### src/rtl/game_controller_nxn_pkg.sv
// Shared types for the N x N turn sequencer: cell marks, winner codes and FSM states.
package game_pkg;

  typedef enum logic [1:0] {
    EMPTY = 2'b00,
    X     = 2'b10,
    O     = 2'b11
  } cellState_t;

  typedef enum logic [1:0] {
    W_NONE = 2'b00,
    W_DRAW = 2'b01,
    W_X    = 2'b10,
    W_O    = 2'b11
  } winner_t;

  typedef enum logic [2:0] {
    START,
    PLAYER1,
    PLAYER2,
    WRITE,
    CHECK,
    END
  } statetype;

  // Player 0 plays X, player 1 plays O.
  function automatic logic [1:0] markOf(input logic player);
    return player ? O : X;
  endfunction

endpackage

### src/rtl/game_controller_nxn_if.sv
// Move-request and board-memory bus between the controller (slave) and its environment (master).
interface game_controller_nxn_if #(
  parameter int BOARD_N = 3
) ();
  localparam int CELLS = BOARD_N * BOARD_N;
  localparam int AW    = $clog2(CELLS + 1);

  logic                 playerWrite;
  logic [AW-1:0]        playerInput;
  logic                 moveRejected;
  logic [2*CELLS-1:0]   gBoard;
  logic [AW-1:0]        addr;
  logic [1:0]           cellState;

  modport master (
    output playerWrite, playerInput, gBoard,
    input  moveRejected, addr, cellState
  );

  modport slave (
    input  playerWrite, playerInput, gBoard,
    output moveRejected, addr, cellState
  );

endinterface

### src/rtl/game_controller_nxn_win.sv
// Combinational K-in-a-row detector: flags any horizontal, vertical or diagonal run of equal marks.
module win_check_nxn
  import game_pkg::*;
#(
  parameter int BOARD_N = 3,
  parameter int WIN_LEN = 3
) (
  input  logic [2*BOARD_N*BOARD_N-1:0] gBoard,
  output logic                         win,
  output logic [1:0]                   mark
);
  localparam int CELLS = BOARD_N * BOARD_N;

  logic [CELLS-1:0] cellHit;
  logic [1:0]       markAcc [CELLS+1];

  assign markAcc[0] = 2'b00;

  for (genvar gi = 0; gi < CELLS; gi++) begin : g_start
    localparam int R = gi / BOARD_N;
    localparam int C = gi % BOARD_N;
    logic [3:0] dirHit;

    // Directions: 0 row, 1 column, 2 diagonal, 3 anti-diagonal; each run starts at cell gi.
    for (genvar gd = 0; gd < 4; gd++) begin : g_dir
      localparam int DR   = (gd == 0) ? 0 : 1;
      localparam int DC   = (gd == 1) ? 0 : ((gd == 3) ? -1 : 1);
      localparam int STEP = DR * BOARD_N + DC;
      localparam int ER   = R + DR * (WIN_LEN - 1);
      localparam int EC   = C + DC * (WIN_LEN - 1);
      if (ER < BOARD_N && EC >= 0 && EC < BOARD_N) begin : g_fit
        logic [WIN_LEN-1:0] same;
        for (genvar gk = 0; gk < WIN_LEN; gk++) begin : g_k
          assign same[gk] = (gBoard[2*(gi+gk*STEP) +: 2] == gBoard[2*gi +: 2]);
        end
        // Both X and O have the upper bit set, so it doubles as a non-empty test.
        assign dirHit[gd] = gBoard[2*gi+1] & (&same);
      end else begin : g_nofit
        assign dirHit[gd] = 1'b0;
      end
    end

    assign cellHit[gi]    = |dirHit;
    assign markAcc[gi+1]  = markAcc[gi] | (cellHit[gi] ? gBoard[2*gi +: 2] : 2'b00);
  end

  // Only the player who just moved can own a line, so OR-merging the hit marks is exact.
  assign win  = |cellHit;
  assign mark = markAcc[CELLS];

endmodule

### src/rtl/game_controller_nxn.sv
// Turn sequencer for an N x N, K-in-a-row game. Define TURN_TIMEOUT_EN to add a per-turn forfeit timer.
module game_controller_nxn
  import game_pkg::*;
#(
  parameter int BOARD_N        = 3,
  parameter int WIN_LEN        = 3,
  parameter int TIMEOUT_CYCLES = 1024
) (
  input  logic                  ph1,
  input  logic                  reset,
  input  logic                  isPlayer1Start,
  input  logic                  newGame,
  game_controller_nxn_if.slave  bus,
  output logic                  gameIsDone,
  output logic [1:0]            winner,
  output logic                  turn,
  output logic                  timedOut
);
  localparam int            CELLS     = BOARD_N * BOARD_N;
  localparam int            AW        = $clog2(CELLS + 1);
  localparam int            MAPW      = 1 << AW;
  localparam logic [AW-1:0] IDLE_ADDR = '1;

  statetype      stateReg, stateNext;
  logic [AW-1:0] idxReg, idxNext;
  logic [AW-1:0] moveCountReg, moveCountNext;
  logic [1:0]    winnerReg, winnerNext;
  logic [AW-1:0] addrReg, addrNext;
  logic [1:0]    cellStateReg, cellStateNext;
  logic          rejectReg, rejectNext;
  logic          turnReg, turnNext;
  logic          doneReg, doneNext;
  logic          timedOutReg, timedOutNext;
  logic          timeUp;
  logic          winHit;
  logic [1:0]    winMark;

  // Legality map padded to 2**AW entries so out-of-range indices read as occupied.
  logic [MAPW-1:0] emptyMap;
  for (genvar gi = 0; gi < MAPW; gi++) begin : g_empty
    if (gi < CELLS) begin : g_cell
      assign emptyMap[gi] = (bus.gBoard[2*gi +: 2] == EMPTY);
    end else begin : g_pad
      assign emptyMap[gi] = 1'b0;
    end
  end

  win_check_nxn #(
    .BOARD_N (BOARD_N),
    .WIN_LEN (WIN_LEN)
  ) u_win (
    .gBoard (bus.gBoard),
    .win    (winHit),
    .mark   (winMark)
  );

`ifdef TURN_TIMEOUT_EN
  localparam int TW = (TIMEOUT_CYCLES > 1) ? $clog2(TIMEOUT_CYCLES) : 1;
  logic [TW-1:0] timerReg, timerNext;

  assign timeUp = (timerReg == TW'(TIMEOUT_CYCLES - 1));

  always_comb begin
    timerNext = timerReg;
    if ((stateNext == PLAYER1 || stateNext == PLAYER2) && stateNext != stateReg)
      timerNext = '0;
    else if (stateReg == PLAYER1 || stateReg == PLAYER2)
      timerNext = timerReg + 1'b1;
  end

  always_ff @(posedge ph1) begin
    if (!reset) timerReg <= '0;
    else        timerReg <= timerNext;
  end
`else
  assign timeUp = 1'b0;
`endif

  always_comb begin
    stateNext     = stateReg;
    idxNext       = idxReg;
    moveCountNext = moveCountReg;
    winnerNext    = winnerReg;
    turnNext      = turnReg;
    rejectNext    = 1'b0;
    timedOutNext  = timedOutReg;

    case (stateReg)
      START: begin
        moveCountNext = '0;
        winnerNext    = W_NONE;
        timedOutNext  = 1'b0;
        stateNext     = isPlayer1Start ? PLAYER1 : PLAYER2;
      end
      PLAYER1, PLAYER2: begin
        // A legal move on the expiry edge still counts; the forfeit only applies otherwise.
        if (bus.playerWrite && emptyMap[bus.playerInput]) begin
          idxNext   = bus.playerInput;
          stateNext = WRITE;
        end else if (timeUp) begin
          winnerNext   = (stateReg == PLAYER2) ? W_X : W_O;
          timedOutNext = 1'b1;
          stateNext    = END;
        end else if (bus.playerWrite) begin
          rejectNext = 1'b1;
        end
      end
      WRITE: begin
        moveCountNext = moveCountReg + 1'b1;
        stateNext     = CHECK;
      end
      CHECK: begin
        if (winHit) begin
          winnerNext = winMark;
          stateNext  = END;
        end else if (moveCountReg == AW'(CELLS)) begin
          winnerNext = W_DRAW;
          stateNext  = END;
        end else begin
          stateNext = turnReg ? PLAYER1 : PLAYER2;
        end
      end
      END: begin
        if (newGame) stateNext = START;
      end
      default: stateNext = START;
    endcase

    if (stateNext == PLAYER1) turnNext = 1'b0;
    if (stateNext == PLAYER2) turnNext = 1'b1;

    // Outputs are computed from the next state so the registered copies line up with it.
    addrNext      = (stateNext == WRITE) ? idxNext : IDLE_ADDR;
    cellStateNext = (stateNext == WRITE) ? markOf(turnReg) : EMPTY;
    doneNext      = (stateNext == END);
  end

  always_ff @(posedge ph1) begin
    if (!reset) begin
      stateReg     <= START;
      idxReg       <= '0;
      moveCountReg <= '0;
      winnerReg    <= W_NONE;
      addrReg      <= IDLE_ADDR;
      cellStateReg <= EMPTY;
      rejectReg    <= 1'b0;
      turnReg      <= 1'b0;
      doneReg      <= 1'b0;
      timedOutReg  <= 1'b0;
    end else begin
      stateReg     <= stateNext;
      idxReg       <= idxNext;
      moveCountReg <= moveCountNext;
      winnerReg    <= winnerNext;
      addrReg      <= addrNext;
      cellStateReg <= cellStateNext;
      rejectReg    <= rejectNext;
      turnReg      <= turnNext;
      doneReg      <= doneNext;
      timedOutReg  <= timedOutNext;
    end
  end

  assign bus.addr         = addrReg;
  assign bus.cellState    = cellStateReg;
  assign bus.moveRejected = rejectReg;
  assign gameIsDone       = doneReg;
  assign winner           = winnerReg;
  assign turn             = turnReg;
  assign timedOut         = timedOutReg;

endmodule

### src/flat_wrapper.sv
// flat-port wrapper written by rule: the top's interface ports become plain ports
module game_controller_nxn_flat import game_pkg::*;
#(
  parameter int BOARD_N        = 3,
  parameter int WIN_LEN        = 3,
  parameter int TIMEOUT_CYCLES = 1024
)
  (ph1, reset, isPlayer1Start, newGame, gameIsDone, winner, turn, timedOut, bus_playerWrite, bus_playerInput, bus_gBoard, bus_moveRejected, bus_addr, bus_cellState);
  game_controller_nxn_if #(.BOARD_N(BOARD_N)) bus_i ();
  input  logic ph1;
  input  logic reset;
  input  logic isPlayer1Start;
  input  logic newGame;
  output logic gameIsDone;
  output logic [1:0] winner;
  output logic turn;
  output logic timedOut;
  input wire logic [$bits(bus_i.playerWrite)-1:0] bus_playerWrite;
  input wire logic [$bits(bus_i.playerInput)-1:0] bus_playerInput;
  input wire logic [$bits(bus_i.gBoard)-1:0] bus_gBoard;
  output wire logic [$bits(bus_i.moveRejected)-1:0] bus_moveRejected;
  output wire logic [$bits(bus_i.addr)-1:0] bus_addr;
  output wire logic [$bits(bus_i.cellState)-1:0] bus_cellState;
  assign bus_i.playerWrite = bus_playerWrite;
  assign bus_i.playerInput = bus_playerInput;
  assign bus_i.gBoard = bus_gBoard;
  assign bus_moveRejected = bus_i.moveRejected;
  assign bus_addr = bus_i.addr;
  assign bus_cellState = bus_i.cellState;
  game_controller_nxn #(.BOARD_N(BOARD_N), .WIN_LEN(WIN_LEN), .TIMEOUT_CYCLES(TIMEOUT_CYCLES)) u_core (.ph1(ph1), .reset(reset), .isPlayer1Start(isPlayer1Start), .newGame(newGame), .bus(bus_i), .gameIsDone(gameIsDone), .winner(winner), .turn(turn), .timedOut(timedOut));
endmodule
### config.mk
export PLATFORM = sky130hd
export DESIGN_NAME = game_controller_nxn_flat
export DESIGN_NICKNAME = d
export VERILOG_FILES = /design/src/rtl/game_controller_nxn_pkg.sv /design/src/rtl/game_controller_nxn_if.sv /design/src/rtl/game_controller_nxn_win.sv /design/src/rtl/game_controller_nxn.sv /design/src/flat_wrapper.sv
export SDC_FILE = /design/constraint.sdc
export NUM_CORES = 1
export LEC_CHECK = 0
export CORE_AREA = 2 2 57 59
export DETAILED_ROUTE_END_ITERATION = 8
export DIE_AREA = 0 0 59 61
export GPL_ROUTABILITY_DRIVEN = 0
export PLACE_DENSITY = 0.8
export SLEW_MARGIN = 20
export SYNTH_ARGS = -nofsm -noshare
export SYNTH_HDL_FRONTEND = slang
export SYNTH_SLANG_ARGS = --single-unit
### constraint.sdc
create_clock -name ph1 -period 2.25 [get_ports ph1]
set_input_delay 0.225 -clock ph1 [delete_from_list [all_inputs] [get_ports ph1]]
set_output_delay 0.225 -clock ph1 [all_outputs]
set_load 0.005 [all_outputs]
; ---- Word-level counts from Yosys, hierarchy flattened
; Cells that the tools add are included.
[totals]
regBits = 22
latch_bits = 0
ram_bits = 0
mem_bits_ro = 0
input_bits = 27
out_inout_bits = 12
mem_count = 0
[op_classes]
add_sub_neg = 1
n_mul = 0
n_div = 0
n_lt_le_gt_ge = 1
n_eq_ne = 27
shifts = 0
mux = 24
bitwise = 14
reduce_logical = 29
[op_table]
columns = operator, count
row1 = == test 2 bit, 16
row2 = AND reduction 2 bit, 10
row3 = zero test 2 bit, 9
row4 = two-way mux 2 bit, 9
row5 = case mux 3 bit (5 select lines), 1
row6 = "== test 3 x 2 -> 1 bit, second input constant", 4
row7 = two-way mux 3 bit, 4
row8 = "== test 3 bit, second input constant", 3
row9 = bitwise AND 1 bit, 8
row10 = two-way mux 4 bit, 2
row11 = bitwise OR 2 bit, 4
row12 = case mux 4 bit (2 select lines), 1
row13 = OR reduction 8 bit, 1
row14 = "== test 3 x 1 -> 1 bit, second input constant", 2
row15 = nonzero test 2 bit, 3
row16 = OR reduction 3 bit, 2
row17 = "< comparator 4 x 5 -> 1 bit, second input constant", 1
row18 = two-way mux 1 bit, 5
row19 = "adder 4 x 1 -> 4 bit, second input constant", 1
row20 = binary-select mux 1 bit (select 4 bit), 1
row21 = "== test 4 bit, second input constant", 1
row22 = case mux 2 bit (2 select lines), 1
row23 = OR reduction 2 bit, 2
row24 = zero test 3 bit, 1
row25 = 3 further kinds, 4

; ---- Logic depth before layout (Yosys ltp)
[depth]
ltp_word = 11
mapped_depth = 7
depth_no_buf = 7

; ---- Cells and area by module
; A second synthesis with hierarchy kept.
[hier_totals]
cells_unflattened = 153
hier_area_um2 = 1266.2
[modules_own_cells]
columns = mod, instances, cells_per_inst, area_per_inst_um2, seq_area_each_um2
row1 = game_controller_nxn, 1, 121, 1051.0, 380.4
row2 = win_check_nxn, 1, 32, 215.2, 0.0

; ---- Worst setup path after synthesis
; Ideal clock, no wire load.
[synth_path]
path_type = input to register
from = in bus_gBoard[8]
to = reg u_core.doneReg, in the netlist u_core.gameIsDone
arrival_ns = 1.728
slack_ns = 0.406
cell_stages = 7
path_cell_list = buf_2 -> and3_1 -> o2111ai_1 -> nand3_1 -> or3_4 -> o311a_1 -> and3_1
[synth_between]
elab_chain_cells = 7
elab_cells_between_ends = 21
classes_between = 5 x eq/ne / 5 x mux / 4 x bitwise / 7 x reduce/logical
[synth_lines]
columns = element, line
row1 = from (decl), flat_wrapper.sv:20  ; input wire logic [$bits(bus_i.gBoard)-1:0] bus_gBoard;
row2 = zero test 2 bit / == test 2 bit (equally long branches), "game_controller_nxn.sv:42, game_controller_nxn_win.sv:34"
row3 = binary-select mux 1 bit (select 4 bit) / AND reduction 2 bit (equally long branches), "game_controller_nxn.sv:97, game_controller_nxn_win.sv:37"
row4 = two-way mux 1 bit (implied by the code) / bitwise AND 1 bit (equally long branches), "game_controller_nxn.sv:97, game_controller_nxn_win.sv:37"
row5 = logical AND 1 bit / OR reduction 8 bit (equally long branches), "game_controller_nxn.sv:97, game_controller_nxn_win.sv:48"
row6 = two-way mux 3 bit (on tied branches), "game_controller_nxn.sv:97, game_controller_nxn.sv:113"
row7 = case mux 3 bit (5 select lines) *, game_controller_nxn.sv:88  ; case (stateReg)
row8 = == test 3 bit *, game_controller_nxn.sv:135  ; doneNext = (stateNext == END);
row9 = to (signal assigned), game_controller_nxn.sv:159  ; doneReg <= doneNext;
row10 = to (decl), game_controller_nxn.sv:32  ; logic doneReg, doneNext;
; Mark *: on every way between the ends. The rest lies on a longest branch, timed or not. The select of a mux whose other input is x is not followed.
; A chain may end at the register's enable or synchronous reset.

; ---- Worst setup path in the final report
[layout_path]
from = in bus_gBoard[0]
to = reg u_core.addrReg[1], in the netlist u_core.bus.addr[1]
[layout_between]
elab_chain_cells = 8
elab_cells_between_ends = 24
classes_between = 7 x eq/ne / 7 x mux / 3 x bitwise / 7 x reduce/logical
[layout_lines]
columns = element, line
row1 = zero test 2 bit / == test 2 bit (equally long branches), "game_controller_nxn.sv:42, game_controller_nxn_win.sv:34"
row2 = binary-select mux 1 bit (select 4 bit) / AND reduction 2 bit (equally long branches), "game_controller_nxn.sv:97, game_controller_nxn_win.sv:37"
row3 = two-way mux 1 bit (implied by the code) / bitwise AND 1 bit (equally long branches), "game_controller_nxn.sv:97, game_controller_nxn_win.sv:37"
row4 = logical AND 1 bit / OR reduction 8 bit (equally long branches), "game_controller_nxn.sv:97, game_controller_nxn_win.sv:48"
row5 = two-way mux 3 bit (on tied branches), "game_controller_nxn.sv:97, game_controller_nxn.sv:113"
row6 = case mux 3 bit (5 select lines), game_controller_nxn.sv:88
row7 = == test 3 x 2 -> 1 bit, game_controller_nxn.sv:133  ; addrNext = (stateNext == WRITE) ? idxNext : IDLE_ADDR;
row8 = AND reduction 2 bit (no source line), n/a
row9 = to (signal assigned), game_controller_nxn.sv:155  ; addrReg <= addrNext;
row10 = to (decl), game_controller_nxn.sv:28  ; logic [AW-1:0] addrReg, addrNext;
; Parallel ways exist; a longest one is shown, timed or not. The select of a mux whose other input is x is not followed.

==> flow_summary.toml <==
[timing]
final.period_utilization_pct = 94.3
rsz0062_at_grt = "no"
layout_min_cycle_time_ns = 2.12
slew_viol_final = 0
finalSetupViolations = 0
max_freq_ghz = 0.471
finalSetupTns_ns = 0
hold_viol = 0
finClkSkew_ns = 0.00518

[global_route]
overflow = 0
grt_max_degree = 14
gr-usage-all-layers_pct = 23.5
grt_pass1_vias = 1562
antenna_found_initial = 0
grt_pass1_wl_mm = 6.58

[final_layout]
layout_commonest_cell = "clkdlybuf4s50_1"
fill_cells = 242
area_growth_pct = 41.7
design_area_um2 = 1920
diodes = 0
multi_input_area_um2 = 865
final_nets = 249
drive_gt1_share_pct = 13.7
regArea_um2 = 440
final_cell_mix = "36 x clkdlybuf4s50_1, 22 x dfxtp_1, 19 x buf_4"
final_util_pct = 65.0
instances_no_fill = 252

[synth]
synthFlopType = "dfxtp_1"
ys_ff_latch = 22
yosysTopAreaCell = "dfxtp_1"
ys_types = 47
syn_area_um2 = 1360
avgSynthCellArea_um2 = 8.21
synth_nets = 194
seq_area_frac_synth_pct = 32.5
synthCells = 165
synth_edf_count = 0
ys.warnings.count = 0
synth_top_cell_area_share_pct = 32.5
synth_area_leaders = "dfxtp_1 33%, and3_1 5.5%, o2111ai_1 5.2%, nor2_1 4.7%, nor3_1 4.1%"
async_reset_ff_share_pct = 0

[pwr]
p_total_w = 0.000964
worst_ir_drop_vdd_mv = 0.200
leakagePower_nw = 0.812
p_comb_share_pct = 32.6
seqPwrFrac_pct = 44.9
switching_share_pct = 29.7
power.internal_w = 0.000677
pwr-share-clk_pct = 22.6
switchingPower_w = 0.000286
cellPowerDensity_nw_per_um2 = 502

[worst_setup_path]
worstPathMaxFanout = 8
timing.rr.start = "u_core.stateReg[1]"
reg2reg_depth = 7
endpoint_kind = "register"
arrival_ns = 2.31
crit_required_ns = 2.44
cp-endpoint = "u_core.bus.addr[1]"
regToRegEndpoint = "u_core.bus.cellState[0]"
r2r_slack_ns = 0.44
cp-start-kind = "primary input"
startpoint = "bus_gBoard[0]"
crit_type = "primary input to register"

[routing]
routed_wl_mm = 3.84
viasPerCell = 6.13
drt_first_pass_iters = 5
initialDrtViolationCount = 105
wire_per_inst_um = 15.2
ant_nets = 0
drc = 0
vias = 1546

[floorplan]
start_util_pct = 45.9
coreArea_um2 = 2950
ios = 39
rows = 20
die_h_um = 61
die-area_um2 = 3600
fp.dieW_um = 59

[outcome]
status = "completed"

[clock_network]
clk_pin_slew_ns = 0.12
cts_resized = 0
clock_insertion_delay_worst_skew_ns = 0.31
cts-buffers-inserted = 3
cts_max_level = 1
cts_root_buf = "clkbuf_4"
hold_buffers = 0
cts_tree = "done"
post-cts-setup-buffers = 0
cts_sinks = 22
clock_path_buffers = 2

[flow_run]
cap_violations = 0

[hold_path]
hold_path_class = "register to register"

[placed_design]
place_inst = 248
hpwl_mm = 3.05
placedInstanceArea_um2 = 1880
io_buffers = 37
registers in the layout, summed over array words and instances, names as in the netlist:
signal / count
u_core.winner: 2
u_core.stateReg: 3
u_core.turn: 1
u_core.gameIsDone: 1
u_core.bus.cellState: 2
u_core.bus.addr: 4
u_core.bus.moveRejected: 1
u_core.moveCountReg: 4
u_core.idxReg: 4
final cells by class:
class                           count  area share (%)
Clock buffer                        4            1.89
Inverter                            6            1.17
Multi-Input combinational cell    131            45.0
Sequential cell                    22            22.9
Tap cell                           33            2.15
Timing Repair Buffer               56            26.8
synthesized netlist by cell type, types with 4 or more instances:
master,number
dfxtp_1,22
nor2_1,17
and3_1,12
nor3_1,11
nand2_1,10
nand3_1,8
o2111ai_1,8
inv_1,6
o21ai_0,6
a21oi_1,5
a22oi_1,5
clkbuf_1,4
mux2i_1,4
nand4_1,4
power by group through the flow:
stage,logic [W],registers [W],clock network (W)
2_1_floorplan,0.000146,0.000439,0
3_3_place_gp,0.000299,0.000439,0
3_5_place_dp,0.000309,0.000441,0
4_1_cts,0.000310,0.000432,0.000224
5_1_grt,0.000341,0.000435,0.000239
6_report,0.000314,0.000432,0.000218
metrics by stage:
| step | setup WS [ns] | hold slack, ns |
|---|---|---|
| 3_3_place_gp | -0.125 | 0.476 |
| 4_1_cts | 0.132 | 0.521 |
| 5_1_grt | 0.00669 | 0.551 |
| 2_1_floorplan | 0.406 | 0.363 |
| 3_5_place_dp | -0.195 | 0.492 |
| 6_report | 0.129 | 0.518 |
worst max-delay path: stages:
cell	delay, ns
clkdlybuf4s50_1	0.52
and3_1	0.25
o2111ai_1	0.19
nand3_1	0.16
or3_4	0.43
o311ai_2	0.29
buf_4	0.18
nand3_1	0.07
layer usage:
metal | global-route usage (%) | part of all wire, %
met3 | 3.62 | 5.7
met5 | 0 | 0
met4 | 10.7 | 1.2
met1 | 27.5 | 42
met2 | 42.2 | 51
logic make-up (layout without fill, tap and decap cells):
family                     count (synthesis)  after routing  synth area share [%]
and+or+nand+nor                           78             78                  30.1
AOI/OAI and AO/OA                         45             45                  28.0
DFF                                       22             22                  32.5
buffers and inverters                     12             66                  3.69
muxes                                      4              4                  2.95
adders and majority gates                  2              2                  1.85
other                                      1              1                 0.277
xor gates and xnor gates                   1              1                 0.646
worst min path at each step:
stage,from,cells past startpoint,slack [ns],to
floorplan,reset,2,0.36,u_core.stateReg[1]
global placement,u_core.idxReg[3],2,0.48,u_core.bus.addr[3]
detailed placement,u_core.idxReg[3],2,0.49,u_core.bus.addr[3]
CTS,u_core.idxReg[3],2,0.52,u_core.bus.addr[3]
global route,u_core.idxReg[0],2,0.55,u_core.bus.addr[0]
finish,u_core.idxReg[2],2,0.52,u_core.bus.addr[2]
Power figures use the tool's default switching activity.
